==> src/rtl/bm_reg_if.sv <==
// Board-manager register bus bundle: upstream request/response plus the four-slave downstream fan-out.
// The bridge uses the slave modport; the environment that drives requests and models slaves uses master.
interface bm_reg_if;
  logic [19:0]  adr_i;
  logic [31:0]  dat_i;
  logic [31:0]  dat_o;
  logic         en_i;
  logic         wr_i;
  logic [3:0]   wstrb_i;
  logic         ack_o;
  logic [17:0]  m_adr_o;
  logic [31:0]  m_dat_o;
  logic [3:0]   m_en_o;
  logic         m_wr_o;
  logic [3:0]   m_wstrb_o;
  logic [127:0] m_dat_i;
  logic [3:0]   m_ack_i;

  modport slave (
    input  adr_i, dat_i, en_i, wr_i, wstrb_i, m_dat_i, m_ack_i,
    output dat_o, ack_o, m_adr_o, m_dat_o, m_en_o, m_wr_o, m_wstrb_o
  );

  modport master (
    output adr_i, dat_i, en_i, wr_i, wstrb_i, m_dat_i, m_ack_i,
    input  dat_o, ack_o, m_adr_o, m_dat_o, m_en_o, m_wr_o, m_wstrb_o
  );
endinterface

==> src/rtl/bm_reg_bridge.sv <==
// Single-outstanding bridge from the board-manager bus to four register slaves.
// Define BM_REG_BRIDGE_TIMEOUT_EN to add the downstream wait timeout, ERR_DATA return and errcnt_o.
module bm_reg_bridge #(
  parameter int unsigned TIMEOUT  = 255,
  parameter logic [31:0] ERR_DATA = 32'hDEADDEAD
) (
  input  logic       clk,
  input  logic       rst,
  bm_reg_if.slave    bus,
  output logic [7:0] errcnt_o
);
  typedef enum logic [1:0] {IDLE, ACCESS, RESP, RELEASE} state_t;

  state_t      state_q, state_d;
  logic [17:0] m_adr_q, m_adr_d;
  logic [31:0] m_dat_q, m_dat_d;
  logic [3:0]  m_en_q, m_en_d;
  logic        m_wr_q, m_wr_d;
  logic [3:0]  m_wstrb_q, m_wstrb_d;
  logic [1:0]  sel_q, sel_d;
  logic [31:0] dat_o_q, dat_o_d;
  logic        ack_q, ack_d;
  logic        sel_ack;
  logic [31:0] sel_dat;

  // Only the enabled slave's ack counts; m_en_q is zero outside ACCESS.
  assign sel_ack = |(bus.m_ack_i & m_en_q);
  assign sel_dat = bus.m_dat_i[{sel_q, 5'b00000} +: 32];

`ifdef BM_REG_BRIDGE_TIMEOUT_EN
  localparam logic [15:0] CNT_LAST = 16'(TIMEOUT - 1);
  logic [15:0] cnt_q, cnt_d;
  logic [7:0]  errcnt_q, errcnt_d;
  assign errcnt_o = errcnt_q;
`else
  assign errcnt_o = 8'h00;
`endif

  always_comb begin
    state_d   = state_q;
    m_adr_d   = m_adr_q;
    m_dat_d   = m_dat_q;
    m_en_d    = m_en_q;
    m_wr_d    = m_wr_q;
    m_wstrb_d = m_wstrb_q;
    sel_d     = sel_q;
    dat_o_d   = dat_o_q;
    ack_d     = 1'b0;
`ifdef BM_REG_BRIDGE_TIMEOUT_EN
    cnt_d     = cnt_q;
    errcnt_d  = errcnt_q;
`endif
    case (state_q)
      IDLE: begin
        if (bus.en_i) begin
          m_adr_d   = bus.adr_i[17:0];
          m_dat_d   = bus.dat_i;
          m_wr_d    = bus.wr_i;
          m_wstrb_d = bus.wstrb_i;
          sel_d     = bus.adr_i[19:18];
          m_en_d    = 4'b0001 << bus.adr_i[19:18];
`ifdef BM_REG_BRIDGE_TIMEOUT_EN
          cnt_d     = 16'h0000;
`endif
          state_d   = ACCESS;
        end
      end
      ACCESS: begin
`ifdef BM_REG_BRIDGE_TIMEOUT_EN
        cnt_d = cnt_q + 16'h0001;
`endif
        // A valid ack on the expiry cycle takes priority over the timeout.
        if (sel_ack) begin
          dat_o_d = sel_dat;
          m_en_d  = 4'b0000;
          ack_d   = 1'b1;
          state_d = RESP;
        end
`ifdef BM_REG_BRIDGE_TIMEOUT_EN
        else if (cnt_q == CNT_LAST) begin
          dat_o_d  = ERR_DATA;
          m_en_d   = 4'b0000;
          ack_d    = 1'b1;
          errcnt_d = (errcnt_q == 8'hFF) ? 8'hFF : errcnt_q + 8'h01;
          state_d  = RESP;
        end
`endif
      end
      RESP: state_d = RELEASE;
      RELEASE: begin
        if (!bus.en_i) state_d = IDLE;
      end
      default: state_d = IDLE;
    endcase
  end

  always_ff @(posedge clk or posedge rst) begin
    if (rst) begin
      state_q   <= IDLE;
      m_adr_q   <= '0;
      m_dat_q   <= '0;
      m_en_q    <= '0;
      m_wr_q    <= 1'b0;
      m_wstrb_q <= '0;
      sel_q     <= '0;
      dat_o_q   <= '0;
      ack_q     <= 1'b0;
`ifdef BM_REG_BRIDGE_TIMEOUT_EN
      cnt_q     <= '0;
      errcnt_q  <= '0;
`endif
    end else begin
      state_q   <= state_d;
      m_adr_q   <= m_adr_d;
      m_dat_q   <= m_dat_d;
      m_en_q    <= m_en_d;
      m_wr_q    <= m_wr_d;
      m_wstrb_q <= m_wstrb_d;
      sel_q     <= sel_d;
      dat_o_q   <= dat_o_d;
      ack_q     <= ack_d;
`ifdef BM_REG_BRIDGE_TIMEOUT_EN
      cnt_q     <= cnt_d;
      errcnt_q  <= errcnt_d;
`endif
    end
  end

  assign bus.m_adr_o   = m_adr_q;
  assign bus.m_dat_o   = m_dat_q;
  assign bus.m_en_o    = m_en_q;
  assign bus.m_wr_o    = m_wr_q;
  assign bus.m_wstrb_o = m_wstrb_q;
  assign bus.dat_o     = dat_o_q;
  assign bus.ack_o     = ack_q;
endmodule

==> src/flat_wrapper.sv <==
// flat-port wrapper written by rule: the top's interface ports become plain ports
module bm_reg_bridge_flat 
#(
  parameter int unsigned TIMEOUT  = 255,
  parameter logic [31:0] ERR_DATA = 32'hDEADDEAD
)
  (clk, rst, errcnt_o, bus_adr_i, bus_dat_i, bus_en_i, bus_wr_i, bus_wstrb_i, bus_m_dat_i, bus_m_ack_i, bus_dat_o, bus_ack_o, bus_m_adr_o, bus_m_dat_o, bus_m_en_o, bus_m_wr_o, bus_m_wstrb_o);
  bm_reg_if bus_i ();
  input  logic clk;
  input  logic rst;
  output logic [7:0] errcnt_o;
  input wire logic [$bits(bus_i.adr_i)-1:0] bus_adr_i;
  input wire logic [$bits(bus_i.dat_i)-1:0] bus_dat_i;
  input wire logic [$bits(bus_i.en_i)-1:0] bus_en_i;
  input wire logic [$bits(bus_i.wr_i)-1:0] bus_wr_i;
  input wire logic [$bits(bus_i.wstrb_i)-1:0] bus_wstrb_i;
  input wire logic [$bits(bus_i.m_dat_i)-1:0] bus_m_dat_i;
  input wire logic [$bits(bus_i.m_ack_i)-1:0] bus_m_ack_i;
  output wire logic [$bits(bus_i.dat_o)-1:0] bus_dat_o;
  output wire logic [$bits(bus_i.ack_o)-1:0] bus_ack_o;
  output wire logic [$bits(bus_i.m_adr_o)-1:0] bus_m_adr_o;
  output wire logic [$bits(bus_i.m_dat_o)-1:0] bus_m_dat_o;
  output wire logic [$bits(bus_i.m_en_o)-1:0] bus_m_en_o;
  output wire logic [$bits(bus_i.m_wr_o)-1:0] bus_m_wr_o;
  output wire logic [$bits(bus_i.m_wstrb_o)-1:0] bus_m_wstrb_o;
  assign bus_i.adr_i = bus_adr_i;
  assign bus_i.dat_i = bus_dat_i;
  assign bus_i.en_i = bus_en_i;
  assign bus_i.wr_i = bus_wr_i;
  assign bus_i.wstrb_i = bus_wstrb_i;
  assign bus_i.m_dat_i = bus_m_dat_i;
  assign bus_i.m_ack_i = bus_m_ack_i;
  assign bus_dat_o = bus_i.dat_o;
  assign bus_ack_o = bus_i.ack_o;
  assign bus_m_adr_o = bus_i.m_adr_o;
  assign bus_m_dat_o = bus_i.m_dat_o;
  assign bus_m_en_o = bus_i.m_en_o;
  assign bus_m_wr_o = bus_i.m_wr_o;
  assign bus_m_wstrb_o = bus_i.m_wstrb_o;
  bm_reg_bridge #(.TIMEOUT(TIMEOUT), .ERR_DATA(ERR_DATA)) u_core (.clk(clk), .rst(rst), .bus(bus_i), .errcnt_o(errcnt_o));
endmodule
==> config.mk <==
export PLATFORM = sky130hd
export DESIGN_NAME = bm_reg_bridge_flat
export DESIGN_NICKNAME = d
export VERILOG_FILES = /design/src/rtl/bm_reg_if.sv /design/src/rtl/bm_reg_bridge.sv /design/src/flat_wrapper.sv
export SDC_FILE = /design/constraint.sdc
export NUM_CORES = 1
export LEC_CHECK = 0
export CAP_MARGIN = 20
export CORE_AREA = 2 2 112 114
export DETAILED_ROUTE_END_ITERATION = 8
export DIE_AREA = 0 0 114 116
export GPL_TIMING_DRIVEN = 1
export PLACE_DENSITY = 0.85
export SYNTH_ARGS = -nofsm -noshare
export SYNTH_HDL_FRONTEND = slang
export SYNTH_SLANG_ARGS = --single-unit
export TNS_END_PERCENT = 20
==> constraint.sdc <==
create_clock -name clk -period 5.55 [get_ports clk]
set_clock_uncertainty 0.15 [all_clocks]
set_input_delay 1.11 -clock clk [delete_from_list [all_inputs] [get_ports clk]]
set_output_delay 1.11 -clock clk [all_outputs]
set_load 0.03 [all_outputs]
==> impl_metrics.env, run 1 <==
export IMPL_grt_pass1_vias=3960
export IMPL_dieHeight_um=116
export IMPL_antenna_cells=0
export IMPL_end_kind="flip-flop"
export IMPL_yosys_warnings=0
export IMPL_top_signal_layer_used="met4"
export IMPL_clk_root_buffer_cell="clkbuf_16"
export IMPL_drt_pass1_iter_count=4
export IMPL_final_nets=755
export IMPL_route_antenna_remaining_nets=0
export IMPL_timing_critical_path_required_ns=5.66
export IMPL_gp_congestion=0.8069
export IMPL_critPathKind="in -> reg"
export IMPL_cts_hold_buf=0
export IMPL_report_final_setup_viol=0
export IMPL_postCtsSetupRepairBufs=0
export IMPL_io_buffers=283
export IMPL_setup_slack_on_the_worst_flop_to_flop_path_ns=3.01
export IMPL_power_density_mw_per_mm2=190.4
export IMPL_layout_overhead_on_the_synthesized_area_pct=68.56
export IMPL_synth_top_cell_area_share_pct=51.12
export IMPL_cts_bufs_inserted=9
export IMPL_cts_reportedPaths_clkPinSlew_ns=0.07
export IMPL_synth_cells_most_frequent="dfrtp_1, mux2_2, mux2_4, mux4_2, buf_2"
export IMPL_boundaryPins=292
export IMPL_rsz0062_at_grt="false"
export IMPL_cts_repair_resize_count=0
export IMPL_timing_hold_violations_final=0
export IMPL_register_area_mm2=0.002404
export IMPL_place_hpwl_um=10530
export IMPL_synth_top_cell_by_area="dfrtp_1"
export IMPL_wl_met3_um=1278
export IMPL_vias_per_cell=4.987
export IMPL_slew_violations=0
export IMPL_synthCells=277
export IMPL_finalWorstSetupSlack_ns=2.506
export IMPL_finalWirelength_um=13460
export IMPL_synthesis_area_mm2=0.004700
export IMPL_stdcell_count=710
export IMPL_cts_sinks=96
export IMPL_met1Wirelength_um=4805
export IMPL_drt_first_iter_violations=128
export IMPL_fillers=849
export IMPL_postSynth_topFlopCell="dfrtp_1"
export IMPL_detail_route_drc_violations=0
export IMPL_cap_viol_max_count=0
export IMPL_max_frequency_mhz=328.5
export IMPL_dr_total_vias=3541
export IMPL_grt_overflow=0
export IMPL_cp_arrival_ns=3.16
export IMPL_pre_cts_ws_ns=2.152
export IMPL_dp_cells=693
export IMPL_htree_levels=3
export IMPL_max_vdd_ir_drop_mv=0.2324
export IMPL_post_synth_top_count_cell="dfrtp_1"
export IMPL_worst_skew_pair_late_latency_ns=0.34
export IMPL_route_detailed_wl_per_inst_um=18.96
export IMPL_tritoncts="yes"
export IMPL_multi_input_combinational_cell_area_mm2=0.002116
export IMPL_die_area_mm2=0.01322
export IMPL_run_status="complete, no violations"
export IMPL_placementRows=40
export IMPL_startpoint_type="input pin"
export IMPL_met2_wirelength_um=7149
export IMPL_grt_usage_pct=20.87
export IMPL_average_cell_area_after_synthesis_um2=16.97
export IMPL_synth_seq_area_share_pct=51.12
export IMPL_floorplan_initialDensity_pct=39.45
export IMPL_leakage_nw=3.422
export IMPL_fp_coreArea_mm2=0.01191
export IMPL_yosys_register_bits=96
export IMPL_clock_path_buffers=2
export IMPL_drive_gt1_share_pct=26.11
export IMPL_antenna_violations_before_repair=0
export IMPL_crit_path_time_final_ns=3.044
export IMPL_post_synth_arst_share_pct=100.0
export IMPL_edff_count_synth=0
export IMPL_fin_total_pwr_mw=1.508
export IMPL_die_x_um=114
export IMPL_yosys_top_cells_area="dfrtp_1, mux2_2, mux4_2"
export IMPL_crit_fanout=43
export IMPL_grt_pass1_wl_um=20910
export IMPL_slew_headroom_pct=50.70
export IMPL_synth_unique_cells=27
export IMPL_fin_crit_sh_pct=54.84
export IMPL_max_slew_worst_pin_slew_ns=0.7395
export IMPL_setup_tns_final_ns=0
export IMPL_hp_class="reg -> reg"
export IMPL_grt_max_degree=62
[path summary, 6_finish.rpt]
check / cells past startpoint / end / startpoint
max: 5 / u_core.bus.m_en_o[2] / bus_en_i
min: 1 / u_core.bus.m_dat_o[20] / u_core.bus.m_dat_o[20]
max reg2reg: 5 / u_core.bus.dat_o[14] / u_core.state_q[1]
min reg2reg: 1 / u_core.bus.m_dat_o[20] / u_core.bus.m_dat_o[20]
max in group asynchronous: 3 / u_core.bus.m_adr_o[15] / rst
min in group asynchronous: 2 / u_core.bus.m_dat_o[10] / rst
[layer usage]
metal | track usage, % | up-vias
met5 | 0 | -
met4 | 6.585 | 0
met3 | 8.211 | 22
met2 | 37.66 | 186
met1 | 22.60 | 1747
li1 | - | 1586
[final cells by class]
class	instances	area share, %
inverters	7	0.3633
multi-input cells	156	26.71
repair buffers	288	36.39
well taps	147	2.322
clock buffers	11	3.064
flip-flops and latches	96	30.34
clock inverters	5	0.8056
[report_power, final]
group	total (mW)	internal (mW)	leakage, nW	switching (mW)
logic	0.179	0.133	1.94	0.0462
registers	0.699	0.699	1.34	0
clock network	0.630	0.365	0.146	0.265
[placed cells by master, fill, tap and decap left out, types with 2 or more instances in the layout]
cell,instances
mux4_2,29
dfrtp_1,95
buf_4,4
a311oi_1,2
clkdlybuf4s50_1,283
conb_1,8
or4b_2,2
clkbuf_16,9
nor2_1,2
inv_1,6
a22oi_2,2
mux4_1,3
clkinv_4,2
mux2_2,61
o21ai_0,4
ha_1,5
mux2_4,29
[cell families after synthesis]
group	after synthesis	share of synthesized area [%]
flops	96	51.12
mux	123	39.67
other cells	1	0.07980
fa+ha+maj	5	1.331
simple gates	9	1.278
compound gates	11	1.890
buf+inv	32	4.632
[sequential cells by signal, summed over array words and instances (netlist names), 2 cells and up]
name and flops:
u_core.bus.dat_o 32, u_core.bus.m_dat_o 32, u_core.bus.m_adr_o 18, u_core.bus.m_en_o 4
u_core.bus.m_wstrb_o 4, u_core.sel_q 2, u_core.state_q 2
[worst max-delay path: stages]
cell             delay, ns
clkdlybuf4s50_1       0.57
nand2_2               0.29
buf_4                 0.39
or4b_2                0.69
o21ai_0               0.10
[per-stage QoR]
| stage | utilization (%) | hold slack (ns) | cell area (um^2) |
|---|---|---|---|
| after detailed placement | 63.76 | 0.3425 | 7595 |
| after global placement | 63.76 | 0.3366 | 7595 |
| after global routing | 66.50 | 0.3675 | 7921 |
| after CTS | 66.33 | 0.3597 | 7901 |
| after floorplan | - | 0.3840 | 4726 |
| final | 66.50 | 0.3546 | 7921 |
Power figures use the tool's default switching activity.
==> run 2, diff against run 1 <==
- CORE_AREA: 2 2 112 114 -> not set
- CORE_UTILIZATION: not set -> 34
- DIE_AREA: 0 0 114 116 -> not set
- PLACE_DENSITY: 0.85 -> 0.78
- clock period: 5.55 -> 2.7 ns (I/O delays scaled with it)
==> run 2 against run 1 <==
  * Sequential cell count unchanged
  * Sequential share of layout area decreased by 0.28 points
  * Wire length decreased by 2.6%
  * Design area increased by 0.92%
  * Global-route usage decreased by 1.8 points
  * Sequential power increased by 110%
  * Total power increased by 100%
  * Hold slack got worse by 0.00086 ns
  * Combinational power increased by 110%
  * Via count unchanged
  * Cell count increased by 4.4%
==> impl_metrics.env, run 2 (synthesis results as in run 1) <==
export IMPL_register_area_mm2=0.002404
export IMPL_grt_pass1_vias=3823
export IMPL_drt_pass1_iter_count=4
export IMPL_met2_wirelength_um=7005
export IMPL_setup_tns_final_ns=0
export IMPL_rsz0062_at_grt="false"
export IMPL_layout_overhead_on_the_synthesized_area_pct=70.10
export IMPL_die_x_um=119.6
export IMPL_dr_total_vias=3541
export IMPL_detail_route_drc_violations=0
export IMPL_cts_repair_resize_count=0
export IMPL_postCtsSetupRepairBufs=0
export IMPL_report_final_setup_viol=0
export IMPL_dp_cells=725
export IMPL_cts_sinks=96
export IMPL_multi_input_combinational_cell_area_mm2=0.002116
export IMPL_slew_violations=0
export IMPL_placementRows=42
export IMPL_timing_critical_path_required_ns=2.01
export IMPL_critical_path_cell_chain="clkdlybuf4s50_1"
export IMPL_grt_pass1_wl_um=20500
export IMPL_critPathKind="reg -> out"
export IMPL_run_status="complete, no violations"
export IMPL_grt_usage_pct=19.08
export IMPL_most_common_layout_cells="clkdlybuf4s50_1, dfrtp_1, mux2_2"
export IMPL_clk_root_buffer_cell="clkbuf_16"
export IMPL_stdcell_count=741
export IMPL_top_signal_layer_used="met4"
export IMPL_max_frequency_mhz=463.2
export IMPL_cts_bufs_inserted=9
export IMPL_cts_reportedPaths_clkPinSlew_ns=0.07
export IMPL_final_common_cell="clkdlybuf4s50_1"
export IMPL_met1Wirelength_um=4705
export IMPL_timing_hold_violations_final=0
export IMPL_max_stage_delay_ns=0.70
export IMPL_crit_path_top_delay_cell="clkdlybuf4s50_1"
export IMPL_cap_viol_max_count=0
export IMPL_cp_top_family="buffers and inverters"
export IMPL_drt_first_iter_violations=67
export IMPL_end_kind="primary output"
export IMPL_htree_levels=3
export IMPL_post_route_util_pct=59.89
export IMPL_fillers=1055
export IMPL_clock_path_buffers=2
export IMPL_fp_coreArea_mm2=0.01335
export IMPL_leakage_nw=3.430
export IMPL_vias_per_cell=4.779
export IMPL_fin_crit_sh_pct=79.96
export IMPL_drive_gt1_share_pct=26.55
export IMPL_route_antenna_remaining_nets=0
export IMPL_crit_path_time_final_ns=2.159
export IMPL_power_density_mw_per_mm2=379.6
export IMPL_floorplan_initialDensity_pct=35.21
export IMPL_antenna_cells=0
export IMPL_dieHeight_um=119.6
export IMPL_timing_critical_path_buf_inv=1
export IMPL_worst_skew_pair_late_latency_ns=0.35
export IMPL_route_detailed_wl_per_inst_um=17.70
export IMPL_grt_max_degree=60
export IMPL_finalWorstSetupSlack_ns=0.5411
export IMPL_pre_cts_ws_ns=0.4095
export IMPL_startpoint_type="flip-flop"
export IMPL_cp_arrival_ns=1.47
export IMPL_place_hpwl_um=10310
export IMPL_gp_congestion=0.7783
export IMPL_cts_hold_buf=0
export IMPL_tritoncts="yes"
export IMPL_finalWirelength_um=13110
export IMPL_grt_overflow=0
export IMPL_boundaryPins=292
export IMPL_io_buffers=283
export IMPL_wl_met3_um=1084
export IMPL_crit_fanout=3
export IMPL_antenna_violations_before_repair=0
export IMPL_die_area_mm2=0.01430
export IMPL_hp_class="reg -> reg"
export IMPL_max_vdd_ir_drop_mv=0.3822
export IMPL_final_nets=757
run 2: per-stage QoR:
stage / power (mW) / area [um^2] / hold slack [ns]
6_report: 3.035 / 7994 / 0.3537
5_1_grt: 3.169 / 7994 / 0.3689
4_1_cts: 3.099 / 7994 / 0.3574
3_5_place_dp: 1.837 / 7705 / 0.3411
3_3_place_gp: 1.830 / 7705 / 0.3371
2_1_floorplan: 1.548 / 4730 / 0.3840
run 2: worst paths after layout:
check | cells past startpoint | to | start | slack (ns)
setup / recovery | 1 | bus_m_en_o[1] | u_core.bus.m_en_o[1] | 0.54
hold / removal | 1 | u_core.bus.m_dat_o[8] | u_core.bus.m_dat_o[8] | 0.35
setup reg to reg | 5 | u_core.state_q[1] | u_core.state_q[0] | 0.68
hold reg to reg | 1 | u_core.bus.m_dat_o[8] | u_core.bus.m_dat_o[8] | 0.35
max in group asynchronous | 3 | u_core.bus.dat_o[14] | rst | 1.51
min in group asynchronous | 3 | u_core.bus.m_dat_o[6] | rst | 0.48
run 2: layout make-up:
| cell class | count | area share (%) |
|---|---|---|
| Timing Repair Buffer | 290 | 36.72 |
| Sequential cell | 96 | 30.07 |
| Multi-Input combinational cell | 156 | 26.47 |
| Clock buffer | 9 | 2.817 |
| Tap cell | 176 | 2.755 |
| Clock inverter | 7 | 0.7982 |
| Inverter | 7 | 0.3756 |
run 2: layer usage:
layer | vias up | GRT usage (%)
met1 | 1759 | 20.43
met3 | 22 | 6.511
met2 | 170 | 34.14
li1 | 1590 | -
met4 | 0 | 7.891
met5 | - | 0
run 2: where the power goes:
group | switching, mW | internal [mW] | total, mW
logic | 0.0934 | 0.276 | 0.369
registers | 0 | 1.44 | 1.44
clock network | 0.583 | 0.645 | 1.23
==> run 3, diff against run 2 <==
- CORE_UTILIZATION: 34 -> 37
- PLACE_DENSITY: 0.78 -> 0.81
- clock period: 2.7 -> 2.1 ns (I/O delays scaled with it)
==> run 3 against run 2 <==
  * Register-to-register slack lost 0.47 ns
  * Highest routed layer unchanged
  * Largest power group unchanged
  * Setup slack lost 0.46 ns
  * Utilization grew 6.3 points
  * Cell count grew 0.13%
  * Sequential share of layout area shrank 0.34 points
  * Clock-buffer cell count grew 1
  * Sequential cell count is the same
  * Die area shrank 8.0%
  * Critical path depth is the same
  * Global-route usage grew 1.6 points
==> impl_metrics.env, run 3 (synthesis results as in run 1) <==
export IMPL_floorplan_initialDensity_pct=38.48
export IMPL_cts_hold_buf=0
export IMPL_clock_path_buffers=2
export IMPL_vias_per_cell=4.869
export IMPL_gp_congestion=0.8700
export IMPL_fp_coreArea_mm2=0.01221
export IMPL_multi_input_combinational_cell_area_mm2=0.002116
export IMPL_post_dp_cell_area_mm2=0.007812
export IMPL_dr_total_vias=3613
export IMPL_io_buffers=283
export IMPL_fillers=924
export IMPL_dieHeight_um=114.7
export IMPL_cts_reportedPaths_clkPinSlew_ns=0.07
export IMPL_clk_root_buffer_cell="clkbuf_16"
export IMPL_cp_top_family="buffers and inverters"
export IMPL_fin_crit_sh_pct=96.28
export IMPL_boundaryPins=292
export IMPL_most_common_layout_cells="clkdlybuf4s50_1, dfrtp_1, mux2_2"
export IMPL_dp_cells=726
export IMPL_postCtsSetupRepairBufs=0
export IMPL_timing_critical_path_buf_inv=1
export IMPL_cp_arrival_ns=1.45
export IMPL_max_vdd_ir_drop_mv=0.5411
export IMPL_htree_levels=3
export IMPL_route_detailed_wl_per_inst_um=18.17
export IMPL_cts_bufs_inserted=9
export IMPL_crit_path_time_final_ns=2.022
export IMPL_power_density_mw_per_mm2=474.7
export IMPL_timing_critical_path_required_ns=1.53
export IMPL_number_of_cells_on_the_critical_path=1
export IMPL_crit_fanout=3
export IMPL_route_antenna_remaining_nets=0
export IMPL_place_hpwl_um=10880
export IMPL_stdcell_count=742
export IMPL_die_x_um=114.7
export IMPL_die_area_mm2=0.01316
export IMPL_rsz0062_at_grt="false"
export IMPL_end_kind="primary output"
export IMPL_post_route_util_pct=66.21
export IMPL_run_status="complete, no violations"
export IMPL_final_common_cell="clkdlybuf4s50_1"
export IMPL_antenna_violations_before_repair=0
export IMPL_leakage_nw=3.486
export IMPL_finalWirelength_um=13480
export IMPL_crit_path_top_delay_cell="clkdlybuf4s50_1"
export IMPL_cts_sinks=96
export IMPL_grt_overflow=0
export IMPL_holdWs_ns=0.2651
export IMPL_detail_route_drc_violations=0
export IMPL_worst_skew_pair_late_latency_ns=0.34
export IMPL_pre_cts_ws_ns=-0.04712
export IMPL_max_stage_delay_ns=0.71
export IMPL_critical_path_cell_chain="clkdlybuf4s50_1"
export IMPL_startpoint_type="flip-flop"
export IMPL_finalWorstSetupSlack_ns=0.07816
export IMPL_timing_hold_violations_final=0
export IMPL_antenna_cells=0
export IMPL_hp_class="in -> async"
export IMPL_tritoncts="yes"
export IMPL_slew_violations=0
export IMPL_report_final_setup_viol=0
export IMPL_grt_usage_pct=20.73
export IMPL_worstRegToRegCells=5
export IMPL_critPathKind="reg -> out"
export IMPL_max_frequency_mhz=494.6
export IMPL_layout_overhead_on_the_synthesized_area_pct=72.04
export IMPL_placementRows=40
export IMPL_cts_repair_resize_count=0
export IMPL_drt_first_iter_violations=111
export IMPL_finalInstanceArea_mm2=0.008085
export IMPL_drt_pass1_iter_count=4
export IMPL_cap_viol_max_count=0
export IMPL_grt_pass1_wl_um=20420
export IMPL_grt_max_degree=43
export IMPL_register_area_mm2=0.002404
export IMPL_final_nets=766
export IMPL_drive_gt1_share_pct=27.53
export IMPL_grt_pass1_vias=3882
[run 3: cell types whose count changed in the layout (fill, tap and decap cells not counted), sizes merged]
cell | before | now
clkinvlp | 3 | 2
buf | 7 | 16
inv | 10 | 8
clkinv | 1 | 3
clkbuf | 9 | 10
[run 3: worst paths after layout]
check	from	endpoint	slack [ns]
worst min register to register	u_core.bus.m_adr_o[2]	u_core.bus.m_adr_o[2]	0.35
worst max register to register	u_core.state_q[1]	u_core.state_q[1]	0.21
min in group clk	u_core.bus.m_adr_o[2]	u_core.bus.m_adr_o[2]	0.35
max in group asynchronous	rst	u_core.bus.dat_o[15]	1.01
worst max-delay path	u_core.bus.m_en_o[2]	bus_m_en_o[2]	0.08
worst min-delay path	rst	u_core.bus.m_adr_o[12]	0.27
[run 3: cell type report]
type,count,share of cell area [%]
Tap cell,168,2.600
Clock buffer,10,2.832
Clock inverter,6,0.5416
Sequential cell,96,29.73
Inverter,7,0.3714
Timing Repair Buffer,299,37.76
Multi-Input combinational cell,156,26.17
[run 3: per-stage QoR]
step / TNS [ns] / power [mW]
after floorplan: 0 / 1.990
after global placement: -0.07601 / 2.365
after detailed placement: -0.2370 / 2.374
after CTS: 0 / 3.894
after global routing: 0 / 3.995
final: 0 / 3.838
[run 3: per-layer routing]
metal,wire (um),global-route usage (%),up-vias
met5,0,0,-
met3,1160,7.147,26
met1,4870,22.52,1807
met4,329,6.926,0
li1,-,-,1615
met2,7119,37.70,165
[run 3: power by group]
| group | switching [mW] | internal (mW) | leakage, nW | total, mW |
|---|---|---|---|---|
| logic | 0.127 | 0.361 | 2.02 | 0.487 |
| clock network | 0.693 | 0.809 | 0.133 | 1.50 |
| registers | 0 | 1.85 | 1.34 | 1.85 |
| total | 0.820 | 3.02 | 3.49 | 3.84 |
